--- config.mk ---
export PLATFORM = sky130hd
export DESIGN_NAME = core_sequencer
export DESIGN_NICKNAME = d
export VERILOG_FILES = /design/src/rtl/core_sequencer_pkg.sv /design/src/rtl/core_sequencer.sv
export SDC_FILE = /design/constraint.sdc
export NUM_CORES = 1
export LEC_CHECK = 0
export ABC_AREA = 1
export ABC_CLOCK_PERIOD_IN_PS = 1500
export CELL_PAD_IN_SITES_DETAIL_PLACEMENT = 1
export CELL_PAD_IN_SITES_GLOBAL_PLACEMENT = 1
export CORE_MARGIN = 5
export CORE_UTILIZATION = 31
export CTS_CLUSTER_DIAMETER = 120
export DETAILED_ROUTE_END_ITERATION = 16
export MAX_ROUTING_LAYER = met4
export PLACE_DENSITY = 0.87
export SLEW_MARGIN = 40
export SYNTH_ARGS = -nofsm -noshare
export SYNTH_HDL_FRONTEND = slang
export SYNTH_SLANG_ARGS = --single-unit
--- constraint.sdc ---
create_clock -name clk -period 1.5 [get_ports clk]
set_input_delay 0.15 -clock clk [delete_from_list [all_inputs] [get_ports clk]]
set_output_delay 0.15 -clock clk [all_outputs]
set_load 0.1 [all_outputs]
--- src/rtl/core_sequencer_pkg.sv ---
// Shared constants for the integer core sequencer and decoder:
// state encoding, trap cause codes and supported opcodes.
package core_sequencer_pkg;

  typedef enum logic [2:0] {
    ST_IDLE       = 3'd0,
    ST_FETCH_REQ  = 3'd1,
    ST_FETCH_WAIT = 3'd2,
    ST_DECODE     = 3'd3,
    ST_EXECUTE    = 3'd4,
    ST_WRITEBACK  = 3'd5,
    ST_TRAP       = 3'd6
  } state_e;

  typedef enum logic [1:0] {
    TRAP_NONE          = 2'd0,
    TRAP_ILLEGAL       = 2'd1,
    TRAP_FETCH_TIMEOUT = 2'd2
  } trap_cause_e;

  localparam logic [6:0] OPC_LUI = 7'b0110111;
  localparam logic [6:0] OPC_OP  = 7'b0110011;

  function automatic logic is_supported_opcode(input logic [6:0] opc);
    return (opc == OPC_LUI) || (opc == OPC_OP);
  endfunction

endpackage

--- src/rtl/core_sequencer.sv ---
// Multi-cycle control FSM: fetch over a valid/ready imem port, hold the
// instruction for the decoder, sequence execute/writeback, trap on faults.
module core_sequencer
  import core_sequencer_pkg::*;
#(
  parameter logic [31:0] RESET_PC      = 32'h0000_0000,
  parameter int          FETCH_TIMEOUT = 255
) (
  input  logic        clk,
  input  logic        rst_n,
  input  logic        start,
  output logic        imem_req_valid,
  input  logic        imem_req_ready,
  output logic [31:0] imem_req_addr,
  input  logic        imem_rsp_valid,
  input  logic [31:0] imem_rsp_data,
  output logic [31:0] insn,
  input  logic        dec_rd_enable_write,
  input  logic [4:0]  dec_rd,
  output logic        rf_write_enable,
  output logic        alu_enable,
  output logic [31:0] pc,
  output logic [31:0] instret,
  output logic        busy,
  output logic        trap,
  output logic [1:0]  trap_cause
);

  localparam int              CNT_W     = $clog2(FETCH_TIMEOUT + 1);
  localparam logic [CNT_W-1:0] CNT_LIMIT = CNT_W'(FETCH_TIMEOUT);

  state_e            r_state, w_state_nxt;
  trap_cause_e       r_cause, w_cause_nxt;
  logic [31:0]       r_pc, w_pc_nxt;
  logic [31:0]       r_insn, w_insn_nxt;
  logic [31:0]       r_instret, w_instret_nxt;
  logic [CNT_W-1:0]  r_cnt, w_cnt_nxt;
  logic [CNT_W-1:0]  w_cnt_inc;

  assign w_cnt_inc = r_cnt + CNT_W'(1);

  always_ff @(posedge clk or negedge rst_n) begin
    if (!rst_n) begin
      r_state <= ST_IDLE;
    end else begin
      r_state <= w_state_nxt;
    end
  end

  always_ff @(posedge clk or negedge rst_n) begin
    if (!rst_n) begin
      r_cause   <= TRAP_NONE;
      r_pc      <= RESET_PC;
      r_insn    <= 32'h0;
      r_instret <= 32'h0;
      r_cnt     <= '0;
    end else begin
      r_cause   <= w_cause_nxt;
      r_pc      <= w_pc_nxt;
      r_insn    <= w_insn_nxt;
      r_instret <= w_instret_nxt;
      r_cnt     <= w_cnt_nxt;
    end
  end

  always_comb begin
    w_state_nxt   = r_state;
    w_cause_nxt   = r_cause;
    w_pc_nxt      = r_pc;
    w_insn_nxt    = r_insn;
    w_instret_nxt = r_instret;
    w_cnt_nxt     = r_cnt;
    case (r_state)
      ST_IDLE: begin
        if (start) begin
          w_pc_nxt    = RESET_PC;
          w_state_nxt = ST_FETCH_REQ;
        end
      end
      ST_FETCH_REQ: begin
        if (imem_req_ready) begin
          w_cnt_nxt   = '0;
          w_state_nxt = ST_FETCH_WAIT;
        end
      end
      ST_FETCH_WAIT: begin
        // A response on the limit cycle takes priority over the timeout.
        if (imem_rsp_valid) begin
          w_insn_nxt  = imem_rsp_data;
          w_state_nxt = ST_DECODE;
        end else begin
          w_cnt_nxt = w_cnt_inc;
          if (w_cnt_inc == CNT_LIMIT) begin
            w_cause_nxt = TRAP_FETCH_TIMEOUT;
            w_state_nxt = ST_TRAP;
          end
        end
      end
      ST_DECODE: begin
        if (is_supported_opcode(r_insn[6:0])) begin
          w_state_nxt = ST_EXECUTE;
        end else begin
          w_cause_nxt = TRAP_ILLEGAL;
          w_state_nxt = ST_TRAP;
        end
      end
      ST_EXECUTE: begin
        w_state_nxt = ST_WRITEBACK;
      end
      ST_WRITEBACK: begin
        w_pc_nxt      = r_pc + 32'd4;
        w_instret_nxt = r_instret + 32'd1;
        w_state_nxt   = ST_FETCH_REQ;
      end
      ST_TRAP: begin
        if (start) begin
          w_cause_nxt = TRAP_NONE;
          w_pc_nxt    = RESET_PC;
          w_state_nxt = ST_FETCH_REQ;
        end
      end
      default: begin
        w_state_nxt = ST_IDLE;
      end
    endcase
  end

  assign imem_req_valid  = (r_state == ST_FETCH_REQ);
  assign imem_req_addr   = r_pc;
  assign insn            = r_insn;
  assign alu_enable      = (r_state == ST_EXECUTE);
  assign rf_write_enable = (r_state == ST_WRITEBACK) && dec_rd_enable_write && (dec_rd != 5'd0);
  assign pc              = r_pc;
  assign instret         = r_instret;
  assign busy            = (r_state != ST_IDLE) && (r_state != ST_TRAP);
  assign trap            = (r_state == ST_TRAP);
  assign trap_cause      = r_cause;

endmodule

==> results of run 1 <==
worst register-to-register path: stages (launching register included):
cell	delay [ns]
dfrtp_2	0.46
inv_2	0.10
nand3_4	0.09
buf_6	0.15
nor3_4	0.18
nand2_2	0.14
nor2_4	0.20
nand3_2	0.09
xnor2_1	0.24
stage by stage:
step	setup TNS (ns)	utilization (%)	hold slack, ns
after CTS	-7.11	58.9	0.315
after global placement	-0.373	53.4	0.202
after floorplan	-2.60	-	-0.146
after global routing	-20.94	63.5	0.314
after detailed placement	-8.65	53.4	0.216
final	-16.17	63.5	0.316
area by class of cell:
cell class	instances	area share, %
Clock buffer	9	1.82
Clock inverter	7	0.757
Inverter	83	2.72
Multi-Input combinational cell	626	32.6
Sequential cell	107	23.4
Tap cell	265	2.67
Timing Repair Buffer	327	36.0
registers in the layout, indices dropped and copies added, names as in the netlist:
| signal | count |
|---|---|
| instret | 32 |
| r_state | 3 |
| trap_cause | 2 |
| r_cnt | 8 |
| imem_req_addr | 30 |
| insn | 32 |
routing by layer:
metal / global-route usage, % / routed length [um] / vias to the layer above
met5: - / 0 / -
met4: 11.2 / 1830 / 0
met3: 5.45 / 2120 / 144
met2: 49.2 / 18600 / 398
met1: 28.9 / 12600 / 3804
li1: - / - / 3245
worst max path at each step:
stage / start / to / slack (ns) / cells after the start
final: r_state[1] / instret[20] / -0.26 / 8
after global routing: r_state[1] / instret[20] / -0.34 / 8
after CTS: r_state[1] / instret[16] / -0.17 / 8
after detailed placement: r_state[1] / instret[20] / -0.19 / 7
after global placement: start / imem_req_addr[10] / -0.05 / 7
after floorplan: instret[4] / instret[19] / -0.18 / 9
timing repair:
item                                    CTS  global route
cloned                                    2             2
buffers inserted                         23            37
resized for setup                       163           139
endpoints found under the hold margin   107             0
hold buffers                              1             0
endpoints found under the setup margin  103           108
pin swaps                                46            54
report_power, final:
group / switching (uW) / leakage (uW) / total (uW) / internal [uW]
Combinational: 7270 / 0.00401 / 11400 / 4110
Clock: 1380 / 0.000153 / 2740 / 1350
Sequential: 757 / 0.00131 / 4250 / 3490
kinds of logic (layout without fill, tap and decap cells):
group | after synthesis | count (layout) | share of synthesized area [%]
flops | 107 | 107 | 43.4
simple gates | 545 | 546 | 37.8
buf+inv | 130 | 426 | 10.2
xor+xnor | 26 | 26 | 3.69
compound gates | 46 | 46 | 4.05
fa+ha+maj | 4 | 4 | 0.810
other cells | 1 | 4 | 0.0607
layout by cell type, fill, tap and decap left out, types with 4 or more instances in the layout:
cell             count
a21oi_1              8
buf_12             138
buf_4              113
buf_6               30
clkbuf_16           11
clkdlybuf4s50_1     41
conb_1               4
dfrtp_1             37
dfrtp_2             16
dfrtp_4             54
inv_1               59
inv_2               15
inv_4                6
inv_6                4
nand2_1            279
nand2_2             44
nand2_4             20
nand2_8              4
nand3_1             29
nand3_2              8
nand3_4              8
nand4_1             20
nor2_1              40
nor2_2              20
nor2_4              39
nor3_1               5
nor3_2              10
nor3_4              12
o21ai_1             12
o21ai_2              9
o21ai_4              4
xnor2_1              7
xor2_1              11
xor2_2               4
==> summary.md, run 1 <==
| Metric | Value |
|---|---|
| Hold Path Depth | `3` |
| CTS root buffer | `clkbuf_16` |
| Fin cells | `1424` |
| Worst setup SP type | `flop` |
| Slew HR | `65.9%` |
| Clk slew on worst S/H paths | `0.09 ns` |
| Critical path required time | `1.77 ns` |
| Synth area leader | `dfrtp_1` |
| Post-synth EDFFs | `0` |
| Multi-input gate area | `4050 um^2` |
| Mapped Area | `6180 um^2` |
| Critical-path cell list | `inv_2 > nand3_4 > buf_6 > nor3_4 > nand2_2 > nor2_4 > nand3_2 > xnor2_1` |
| Synth Warn # | `0` |
| Via Count | `7591` |
| Final antenna-violating net count | `0` |
| Worst skew pair latency | `0.38 ns` |
| Area share of the largest cell type after synthesis | `43.4%` |
| Port buffer count | `173` |
| Fin nets | `1201` |
| Final hold vios | `0` |
| Placed cell areas | `10400 um^2` |
| Largest delay share family, worst path | `simple AND/OR/NAND/NOR gates` |
| Mean Syn Cell Area | `7.19 um^2` |
| Synth Flop Type | `dfrtp_1` |
| Inserted Diodes | `0` |
| Worst slew pin tran | `0.512 ns` |
| Power Dens Cells | `1480 nW/um^2` |
| Crit Path Max Fanout | `5` |
| Core area | `19500 um^2` |
| Tot GR Track Use | `27.2%` |
| Drt total wl | `35.2 mm` |
| Layout cell share with drive strength beyond 1 | `51.5%` |
| GP Congestion | `0.881` |
| CTS buffer count | `9` |
| Initial Util | `31.6%` |
| Min-delay src | `imem_rsp_data[27]` |
| Clock skew | `0.0152 ns` |
| R2r endpoint | `instret[20]` |
| Reg-to-Reg Start | `r_state[1]` |
| Max-slew violations | `0` |
| Buffers & Inverters on Critical Path | `2` |
| Die height | `151 um` |
| Sequential share of the synthesized area | `43.4%` |
| Unrepaired setup endpoints after global routing | `yes` |
| Largest net degree at the start of global routing | `71` |
| Lkg Pwr | `0.00548 uW` |
| Initial DRC Count | `502` |
| Htree depth | `3` |
| Gr ovfl total | `0` |
| Minimum clock period | `1.76 ns` |
| Final Setup Violations | `107` |
| Ports | `178` |
| CTS Sinks | `107` |
| Most frequent cell after synthesis | `nand2_1` |
| Area growth, synth to finish | `101%` |
| Post-synthesis cell type count | `38` |
| Max cap viols | `0` |
| # rows | `51` |
| Post-synth top cells | `nand2_1 (342), dfrtp_1 (107), nor2_1 (92)` |
| Setup Crit Path Kind | `reg -> reg` |
| Slowest-stage cell, CP | `dfrtp_2` |
| Final worst slack | `-0.263 ns` |
| Pre-antenna DRT Iters | `4` |
| Worst hold path type | `in -> reg` |
| Peak supply drop | `0.00163 V` |
| First-pass GRT wire length | `46.4 mm` |
| Die W | `151 um` |
| WL/cell | `24.7 um` |
| Fmax | `567 MHz` |
| Die Footprint | `22800 um^2` |
| Worst path arrival time | `2.03 ns` |
| DR vias/cell | `5.33` |
| Number of global-route vias before repair | `8129` |
| Dpl ws | `-0.193 ns` |
| Slowest stage delay, CP | `0.46 ns` |
| Seq cells post-synth | `107` |
| R2R depth | `8` |
| CTS Buffer Depth | `2` |
| Outcome | `complete, but fails checks` |
| Post-synthesis instance total | `859` |
| Failing checks | `setup timing` |
| Initial antenna violation count | `0` |
| Async SR Flop Fraction | `100%` |
| Worst hold endpoint | `insn[27]` |
| Fillers | `2093` |
| Area occupied by registers | `2900 um^2` |
| Crit. End Element | `flop` |
| Final routed DRC violation total | `0` |
| Flop2flop setup slack | `-0.26 ns` |
| Area contributors post-synth | `dfrtp_1 (43%), nand2_1 (21%), nor2_1 (5.6%)` |
| TritonCTS clock tree | `built` |
| DP HPWL | `19.5 mm` |
| Period utilisation layout | `118%` |
| Tot Pwr | `18400 uW` |
| Design Area, Final | `12400 um^2` |
| Dpl cells | `1345` |
Note: power is estimated with default switching activity, not from simulation.
==> inputs of run 2 (changes only) <==
- ABC_CLOCK_PERIOD_IN_PS: 1500 -> 1400
- clock period: 1.5 -> 1.4 ns (I/O delays scaled with it)
==> summary.md, run 2 (synthesis results as in run 1) <==
| Metric | Value |
|---|---|
| Fin nets | `1259` |
| Commonest non-fill, non-tap cells in the layout | `nand2_1 (178), buf_12 (143), buf_4 (130), nand2_2 (106), nand2_4 (58)` |
| Gr ovfl total | `0` |
| Largest delay share family, worst path | `simple AND/OR/NAND/NOR gates` |
| Worst skew pair latency | `0.39 ns` |
| Die height | `151 um` |
| Fin cells | `1482` |
| Clk slew on worst S/H paths | `0.09 ns` |
| Crit. End Element | `flop` |
| Failing checks | `setup timing` |
| Slowest stage delay, CP | `0.50 ns` |
| Initial DRC Count | `866` |
| Tot Pwr | `22300 uW` |
| Htree depth | `3` |
| CTS buffer count | `9` |
| Max-slew violations | `0` |
| CTS Sinks | `107` |
| Minimum clock period | `2.05 ns` |
| Drt total wl | `46.1 mm` |
| Period utilisation layout | `146%` |
| Peak supply drop | `0.00202 V` |
| Pre-antenna DRT Iters | `5` |
| Clock skew | `0.0134 ns` |
| Slowest-stage cell, CP | `dfrtp_2` |
| DP HPWL | `21.0 mm` |
| Area occupied by registers | `2910 um^2` |
| Die W | `151 um` |
| Worst setup SP type | `flop` |
| Max cap viols | `0` |
| Fillers | `1998` |
| Flop2flop setup slack | `-0.65 ns` |
| Reg-to-Reg Start | `r_state[0]` |
| Die Footprint | `22800 um^2` |
| R2R depth | `10` |
| Critical path required time | `1.68 ns` |
| Inserted Diodes | `0` |
| Setup Crit Path Kind | `reg -> reg` |
| Most common cell after layout, fill and taps aside | `nand2_1` |
| Fmax | `488 MHz` |
| Power Dens Cells | `1630 nW/um^2` |
| Core area | `19500 um^2` |
| Final hold vios | `0` |
| Ports | `178` |
| Final Setup Violations | `131` |
| Dpl cells | `1388` |
| CTS root buffer | `clkbuf_16` |
| Multi-input gate area | `4580 um^2` |
| WP depth | `10` |
| Critical-path cell list | `o21ai_4 > buf_6 > nand3_4 > nand2_8 > nand2_8 > nor2_4 > nand2_2 > nand2_2 > nand2_1 > nor2_1` |
| Tot GR Track Use | `32.0%` |
| Lkg Pwr | `0.00618 uW` |
| Initial antenna violation count | `0` |
| R2r endpoint | `imem_req_addr[9]` |
| Largest net degree at the start of global routing | `33` |
| Worst path arrival time | `2.33 ns` |
| Crit Path Max Fanout | `6` |
| First-pass GRT wire length | `53.8 mm` |
| Number of global-route vias before repair | `8960` |
| Port buffer count | `173` |
| Final antenna-violating net count | `0` |
| Initial Util | `31.6%` |
| GP Congestion | `0.883` |
| Buffers & Inverters on Critical Path | `1` |
| Unrepaired setup endpoints after global routing | `yes` |
| # rows | `51` |
| Layout cell share with drive strength beyond 1 | `64.4%` |
| Via Count | `8610` |
| Area growth, synth to finish | `122%` |
| DR vias/cell | `5.81` |
| Final routed DRC violation total | `0` |
| CTS Buffer Depth | `2` |
| WL/cell | `31.1 um` |
| Final worst slack | `-0.650 ns` |
| TritonCTS clock tree | `built` |
| Outcome | `complete, but fails checks` |
| Worst hold path type | `in -> async` |
==> run 2: worst max path at each step <==
stage                          start                to
after floorplan           instret[4]       instret[19]
after detailed placement  instret[3]       instret[31]
after global routing      r_state[0]  imem_req_addr[9]
after global placement    r_state[0]           insn[1]
after CTS                 r_state[1]   rf_write_enable
final                     r_state[0]  imem_req_addr[9]
==> run 2: repair_timing <==
| action | 4_1_cts | 5_1_grt |
|---|---|---|
| gates resized for setup | 218 | 276 |
| endpoints found under the setup margin | 113 | 133 |
| pin swaps | 79 | 95 |
| setup buffers | 31 | 45 |
| hold buffers | 1 | 0 |
| endpoints found under the hold margin | 21 | 0 |
| gates cloned | 8 | 2 |
==> run 2: power breakdown <==
part | internal [uW] | switching [uW]
sequential | 3740 | 1130
combinational | 5520 | 8980
clock | 1290 | 1620
total | 10500 | 11700
==> run 2: area by class of cell <==
class	count	share of cell area [%]
Timing Repair Buffer	385	38.0
Multi-Input combinational cell	626	33.4
Sequential cell	107	21.2
Inverter	83	2.67
Tap cell	265	2.42
Clock buffer	9	1.64
Clock inverter	7	0.584
==> run 2: through the flow <==
stage | utilization (%) | hold slack, ns | TNS (ns) | worst slack [ns] | cell area [um^2]
6_report | 70.2 | 0.291 | -35.18 | -0.650 | 13700
5_1_grt | 70.2 | 0.310 | -38.25 | -0.665 | 13700
4_1_cts | 63.5 | 0.289 | -14.78 | -0.260 | 12400
3_5_place_dp | 55.8 | 0.115 | -13.88 | -0.237 | 10900
3_3_place_gp | 55.8 | 0.105 | -6.09 | -0.123 | 10900
2_1_floorplan | - | -0.156 | -7.74 | -0.282 | 6790
==> run 2: metal layers <==
layer | global-route usage, % | wire [um] | vias up
li1 | - | - | 3380
met1 | 32.3 | 15700 | 4303
met2 | 59.7 | 23500 | 648
met3 | 5.98 | 3440 | 279
met4 | 14.6 | 3500 | 0
met5 | - | 0 | -
==> run 2: worst reg2reg max path: stages (launching register included) <==
cell	delay [ns]
dfrtp_2	0.50
o21ai_4	0.20
buf_6	0.14
nand3_4	0.15
nand2_8	0.20
nand2_8	0.09
nor2_4	0.17
nand2_2	0.12
nand2_2	0.09
nand2_1	0.07
nor2_1	0.22
